**src/rtl/combinational_pipe.sv**
```systemverilog
// Pipelined bitwise AND/OR/XOR/XNOR with valid/ready handshakes and full backpressure.
// Optional PIPE_PARITY_EN adds a parity bit (XOR-reduction of the result) travelling with each result.

module combinational_pipe_stage #(
  parameter int PW = 8
) (
  input  logic          clk,
  input  logic          rst,
  input  logic          ld_v_i,
  input  logic          ld_d_i,
  input  logic          v_i,
  input  logic [PW-1:0] d_i,
  output logic          v_o,
  output logic [PW-1:0] d_o
);
  logic          v_q;
  logic [PW-1:0] d_q;

  always_ff @(posedge clk or posedge rst) begin
    if (rst) begin
      v_q <= 1'b0;
      d_q <= '0;
    end else begin
      if (ld_v_i) v_q <= v_i;
      if (ld_d_i) d_q <= d_i;
    end
  end

  assign v_o = v_q;
  assign d_o = d_q;
endmodule

module combinational_pipe #(
  parameter int WIDTH  = 8,
  parameter int STAGES = 2
) (
  input  logic             clk,
  input  logic             rst,
  input  logic             in_valid,
  output logic             in_ready,
  input  logic [WIDTH-1:0] in_x,
  input  logic [WIDTH-1:0] in_y,
  input  logic [1:0]       in_op,
  output logic             out_valid,
  input  logic             out_ready,
`ifdef PIPE_PARITY_EN
  output logic             out_parity,
`endif
  output logic [WIDTH-1:0] out_data
);
`ifdef PIPE_PARITY_EN
  localparam int PAR_W = 1;
`else
  localparam int PAR_W = 0;
`endif
  localparam int PW = WIDTH + PAR_W;

  logic [WIDTH-1:0]             f_d;
  logic [STAGES:0]              vld_pipe;
  logic [STAGES:0][PW-1:0]      dat_pipe;
  logic [STAGES:0]              rdy;

  always_comb begin
    f_d = '0;
    case (in_op)
      2'd0:    f_d = in_x & in_y;
      2'd1:    f_d = in_x | in_y;
      2'd2:    f_d = in_x ^ in_y;
      default: f_d = ~(in_x ^ in_y);
    endcase
  end

  assign vld_pipe[0] = in_valid;
`ifdef PIPE_PARITY_EN
  assign dat_pipe[0] = {^f_d, f_d};
`else
  assign dat_pipe[0] = f_d;
`endif

  // Stage s can load whenever the consumer takes data or any stage from s onward holds a bubble;
  // written as a reduction so the chain has no self-referencing vector.
  assign rdy[STAGES] = out_ready;

  genvar s;
  generate
    for (s = 0; s < STAGES; s++) begin : g_stage
      logic ld_d;
      assign rdy[s] = out_ready | ~(&vld_pipe[STAGES:s+1]);
      if (s == 0) begin : g_first
        assign ld_d = rdy[0] & in_valid;
      end else begin : g_rest
        assign ld_d = rdy[s];
      end
      combinational_pipe_stage #(.PW(PW)) u_stage (
        .clk    (clk),
        .rst    (rst),
        .ld_v_i (rdy[s]),
        .ld_d_i (ld_d),
        .v_i    (vld_pipe[s]),
        .d_i    (dat_pipe[s]),
        .v_o    (vld_pipe[s+1]),
        .d_o    (dat_pipe[s+1])
      );
    end
  endgenerate

  assign in_ready  = rdy[0];
  assign out_valid = vld_pipe[STAGES];
  assign out_data  = dat_pipe[STAGES][WIDTH-1:0];
`ifdef PIPE_PARITY_EN
  assign out_parity = dat_pipe[STAGES][WIDTH];
`endif
endmodule

```
**config.mk**
```make
export PLATFORM = sky130hd
export DESIGN_NAME = combinational_pipe
export DESIGN_NICKNAME = d
export VERILOG_FILES = /design/src/rtl/combinational_pipe.sv
export SDC_FILE = /design/constraint.sdc
export NUM_CORES = 1
export LEC_CHECK = 0
export BUFFER_PORTS_ARGS = -buffer_cell sky130_fd_sc_hd__buf_2
export CORE_MARGIN = 2
export CORE_UTILIZATION = 40
export CTS_BUF_LIST = sky130_fd_sc_hd__clkbuf_2
export DETAILED_ROUTE_END_ITERATION = 10
export SYNTH_ARGS = -nofsm -noshare
export SYNTH_HDL_FRONTEND = slang
export SYNTH_HIERARCHICAL = 1
export SYNTH_SLANG_ARGS = --single-unit
```
**constraint.sdc**
```tcl
create_clock -name clk -period 1.55 [get_ports clk]
set_input_delay 0.0775 -clock clk [delete_from_list [all_inputs] [get_ports clk]]
set_output_delay 0.0775 -clock clk [all_outputs]
set_load 0.05 [all_outputs]
```
==> impl_metrics.yaml, run 1 <==
worst_setup_path:
  worstSetupPathType: "reg -> reg"
  cp.arrival_ns: 1.47
  critPathSlowestCell: "dfrtp_2"
  crit_path_start_kind: "register"
  crit_path_end_kind: "register"
  cp.required_ns: 1.73
  path_max_fanout: 8
  critPathMaxStageDelay_ns: 0.44
  path_delay_family: "flip-flops"
  cp_cell_sequence: "nand3b_1 > and2_1 > buf_4 > mux2_4"
  critical_path_buf_inv_count: 1
global_routing:
  antenna_found_initial: 0
  grt_use_total_pct: 10.8
  grt_first_pass_wirelength_um: 3040
  grt_overflow: 0
  first_global_vias: 724
  grt_max_degree: 25
finish:
  diodes: 0
  final_common_cell: "buf_2"
  layoutNonFillerInstCount: 195
  syn_to_final_growth_pct: 14.2
  final_cell_mix: "buf_2 (31), inv_1 (18), dfrtp_1 (17)"
  fillCellCount: 311
  drive_gt1_share_pct: 36.4
  nets: 190
sta:
  relSlewSlack_pct: 72.9
  setup_viol: 0
  worst_pin_slew_ns: 0.406
  finalClockSkew_ns: 0.00811
  max_freq_mhz: 773
  hold_violations: 0
  slew_violations: 0
  rsz0062_at_grt: "no"
  period_needed_ns: 1.29
  finalCritPeriodShare_pct: 83.4
run_status:
  status: "complete, no violations"
detailed_routing:
  drc_errors: 0
  dr.pass1.iters: 2
  vias: 835
  wl_per_cell_um: 9.26
  drt-initial-drc-count: 10
  via_per_inst: 4.28
  ant_nets: 0
  drt_wl_total_um: 1810
synth:
  synth-compound-area-share_pct: 5.82
  synth_mux_area_share_pct: 20.4
  syn_inst: 119
  yosys.area_share.simple_pct: 7.08
  syn_nets: 157
  ys_warn_count: 6
  syn_area_per_cell_um2: 10.8
  yosysSeqAreaShare_pct: 34.9
  synth_top_family_by_area: "multiplexers"
  synth_cell_types: 19
  ys_seq_elements: 18
  synthesis.area_um2: 1290
  synth_xor_xnor_area_share_pct: 5.43
  synthAdderAreaFrac_pct: 15.5
clocking:
  cts_root_buffer: "clkbuf_2"
  cts_max_level: 1
  insertion_delay_ns: 0.28
  tritoncts: "yes"
  clockBufferDepth: 2
  cts_made_buffers: 3
  holdBufCountCts: 1
  clkTransAtPathRegs_ns: 0.14
  cts_sinks: 18
  cts_resized: 0
  post-cts-setup-buffer-count: 0
placed_design:
  hpwl_um: 1560
  dp_cells: 190
  gp_congestion: 0.685
  port_buffers: 31
power_and_ir_drop:
  switching_share_pct: 38.9
  p_int_uw: 907
  vdd_drop_max_mv: 0.285
  p_per_area_nw_per_um2: 1010
  p_clk_share_pct: 12.3
  seqPwrFrac_pct: 43.5
  p_leak_nw: 0.818
  pwr-share-comb_pct: 44.2
  p_total_mw: 1.49
  p_switching_uw: 579
die:
  coreArea_um2: 3050
  ios: 32
  initial_utilization_pct: 42.3
  die_y_um: 60.8
  die-area_um2: 3700
  rows: 20
  die_w_um: 60.8
worst_hold_path:
  hp-class: "in -> reg"
run:
  maxCapViolCount: 0
==> final cells by class <==
cell class / count / area [µm²] / share of cell area, %
clock buffer: 3 / 15.0 / 1.02
clock inverter: 1 / 3.75 / 0.255
tap: 44 / 55.1 / 3.74
timing repair buffer: 34 / 180 / 12.2
multi-input combinational: 77 / 699 / 47.5
inverter: 18 / 67.6 / 4.59
sequential: 18 / 452 / 30.7
==> path summary, 6_finish.rpt <==
kind / start / to / slack [ns] / depth (start not counted)
max reg2reg: g_stage[1].u_stage/v_o / g_stage[0].u_stage/d_o[5] / 0.26 / 4
min: in_valid / g_stage[0].u_stage/v_o / 0.05 / 2
min reg2reg: g_stage[1].u_stage/d_o[3] / g_stage[1].u_stage/d_o[3] / 0.52 / 1
min in group asynchronous: rst / g_stage[0].u_stage/d_o[6] / 0.27 / 3
max: g_stage[1].u_stage/v_o / g_stage[0].u_stage/d_o[5] / 0.26 / 4
max in group asynchronous: rst / g_stage[1].u_stage/v_o / 0.99 / 3
==> stage by stage <==
step	TNS, ns	worst slack [ns]	hold WS, ns	utilization [%]	instance area (µm²)
finish	0	0.257	0.0472	48.2	1470
global route	0	0.187	0.0385	48.2	1470
CTS	0	0.253	0.0337	48.2	1470
detailed placement	0	0.277	0.0479	47.3	1440
global placement	0	0.288	0.0503	47.3	1440
floorplan	-2.57	-0.321	-0.0946	-	1290
==> Yosys cell counts, drive strengths merged <==
cell type  count  area share, %
nand2b         1           0.49
mux2          18             20
buf            5            5.0
o21ai         14            5.4
ha            16             16
nor3           1           0.39
and2b          1           0.58
nand3b         1           0.58
xor2           7            4.8
a21oi          1           0.39
nand2         14            4.1
clkbuf         1           0.58
and2           1           0.49
nor2b          1           0.49
dfrtp         18             35
inv           18            5.2
xnor2          1           0.68
==> sequential cells by signal, indices dropped and copies added, names as in the netlist <==
| name | flops |
|---|---|
| g_stage.u_stage/v_o | 2 |
| g_stage.u_stage/d_o | 16 |
==> power by group through the flow <==
| stage | registers (mW) | logic [mW] | clock network, mW |
|---|---|---|---|
| after global placement | 0.651 | 0.649 | 0 |
| after floorplan | 0.865 | 0.318 | 0 |
| after CTS | 0.648 | 0.666 | 0.191 |
| after global routing | 0.660 | 0.710 | 0.202 |
| final | 0.646 | 0.657 | 0.183 |
| after detailed placement | 0.658 | 0.663 | 0 |
==> cell families (layout without fill, tap and decap cells) <==
logic type	count (synthesis)	count (layout)
XOR/XNOR	8	8
AO/OA/AOI/OAI	15	15
multiplexers	18	18
adder cells (fa/ha/maj)	16	16
flip-flops	18	18
buffers and inverters	24	56
AND/OR/NAND/NOR	20	20
==> per-layer routing <==
metal  part of all wire, %  global-route usage, %  vias up
met5                     0                      0        -
met4                   1.1                   4.66        0
met3                   3.8                  0.640        2
met2                    45                   17.5       22
met1                    50                   15.0      368
li1                      -                      -      443
Note: power is estimated with default switching activity, not from simulation.
==> run 2: changes to the inputs <==
clock period = 1.3 ns   (was 1.55 ns; I/O delays follow)
==> run 2 against run 1 <==
  * Hold slack better by 0.20 ns
  * Clock power up 17%
  * Via count increased by 1.1%
  * Critical path depth unchanged
  * Non-clock buffer count up 3
  * Maximum frequency grew 3.7%
  * First-iteration DRC count unchanged
  * Utilization is 2.2 points higher
  * Largest power group unchanged
  * Highest routed layer unchanged
==> impl_metrics.yaml, run 2 (synthesized netlist as in run 1, its figures left out) <==
finish:
  nets: 193
  layoutNonFillerInstCount: 198
  fillCellCount: 308
  syn_to_final_growth_pct: 19.4
  final_common_cell: "buf_2"
  drive_gt1_share_pct: 37.7
  largest_reg_flops: 16
  diodes: 0
  post-route-util_pct: 50.5
  final_cell_mix: "buf_2 (30), inv_1 (18), dfrtp_1 (17)"
worst_setup_path:
  critical_path_buf_inv_count: 1
  rr_worst_depth: 4
  critPathSlowestCell: "dfrtp_2"
  crit_path_start_kind: "register"
  cp.required_ns: 1.48
  critPathMaxStageDelay_ns: 0.46
  path_max_fanout: 8
  cp.depth: 4
  crit_path_end_kind: "register"
  path_delay_family: "flip-flops"
  cp_cell_sequence: "nand3b_1 > and2_4 > buf_12 > mux2_4"
  cp.arrival_ns: 1.43
  worstSetupPathType: "reg -> reg"
sta:
  setup_viol: 0
  slew_violations: 0
  tns_ns: 0
  rsz0062_at_grt: "no"
  period_needed_ns: 1.25
  finalClockSkew_ns: 0.000909
  worst_slack_ns: 0.0522
  worst_pin_slew_ns: 0.329
  max_freq_mhz: 801
  finalCritPeriodShare_pct: 96.0
  hold_violations: 0
  relSlewSlack_pct: 78.0
power_and_ir_drop:
  vdd_drop_max_mv: 0.318
  p_leak_nw: 0.849
  p_total_mw: 1.81
  p_per_area_nw_per_um2: 1170
detailed_routing:
  dr.pass1.iters: 2
  ant_nets: 0
  drt-initial-drc-count: 10
  via_per_inst: 4.26
  drc_errors: 0
  drt_wl_total_um: 1880
  wl_per_cell_um: 9.49
  vias: 844
global_routing:
  grt_use_total_pct: 11.5
  first_global_vias: 735
  grt_overflow: 0
  grt_max_degree: 22
  grt_first_pass_wirelength_um: 3170
  antenna_found_initial: 0
clocking:
  clkTransAtPathRegs_ns: 0.15
  cts_root_buffer: "clkbuf_2"
  clockBufferDepth: 2
  cts_max_level: 1
  cts_sinks: 18
  cts_made_buffers: 3
  insertion_delay_ns: 0.28
  tritoncts: "yes"
die:
  coreArea_um2: 3050
  die_w_um: 60.8
  die-area_um2: 3700
  die_y_um: 60.8
  rows: 20
  ios: 32
  initial_utilization_pct: 42.3
placed_design:
  pre_cts_slack_ns: 0.0592
  dp_cells: 192
  gp_congestion: 0.667
  hpwl_um: 1570
  port_buffers: 31
worst_hold_path:
  hp-class: "in -> reg"
  min_path_cells: 3
run:
  maxCapViolCount: 0
run_status:
  status: "complete, no violations"
==> run 2: cell count changes in the layout (fill, tap and decap cells not counted) <==
cell	delta
buf_12	+3
and2_1	-1
and2_4	+1
buf_2	-1
dlygate4sd3_1	+1
==> run 2: metrics by stage <==
stage | area [µm²] | hold slack [ns]
after global placement | 1500 | 0.0400
after detailed placement | 1500 | 0.0398
after global routing | 1540 | 0.247
after floorplan | 1290 | -0.107
final | 1540 | 0.248
after CTS | 1540 | 0.228
==> run 2: worst reg2reg max path, delay by kind of cell, from the launching register on <==
kind	cells	cell delay, ns
flip-flops	1	0.46
buffers and inverters	1	0.12
multiplexers	1	0.30
AND/OR/NAND/NOR	2	0.27
==> run 2: cell type report <==
type                    count  area, µm²  share of cell area (%)
inverters                  18       67.6                    4.39
clock inverters             1       3.75                   0.244
clock buffers               3       15.0                   0.975
repair buffers             37        245                    15.9
well taps                  44       55.1                    3.57
flip-flops and latches     18        452                    29.3
multi-input cells          77        702                    45.6
==> run 2: repair_timing <==
action,in CTS,in global routing
gates resized for setup,0,3
buffers inserted,0,0
setup endpoints to repair,0,9
hold buffers,2,0
hold endpoints to repair,19,0
==> run 2: per-layer routing <==
layer / share of wire, % / GRT usage (%)
met1: 47 / 15.2
met2: 47 / 18.4
met3: 4.4 / 0.640
met4: 1.4 / 7.45
met5: 0 / 0
==> run 2: power by group <==
part           switching (mW)  total (mW)  internal, mW  leakage (nW)
logic                   0.465       0.819         0.353         0.624
clock network           0.149       0.215        0.0669        0.0140
registers              0.0815       0.772         0.691         0.212
total                   0.695        1.81          1.11         0.849
==> run 2: final timing paths <==
check                                          startpoint  slack (ns)                   endpoint
worst max-delay path               g_stage[1].u_stage/v_o        0.05  g_stage[0].u_stage/d_o[6]
worst min-delay path                            out_ready        0.25     g_stage[1].u_stage/v_o
worst max register to register     g_stage[1].u_stage/v_o        0.05  g_stage[0].u_stage/d_o[6]
worst min register to register  g_stage[1].u_stage/d_o[5]        0.53  g_stage[1].u_stage/d_o[5]
max in group asynchronous                             rst        0.76     g_stage[1].u_stage/v_o
min in group asynchronous                             rst        0.28  g_stage[0].u_stage/d_o[3]
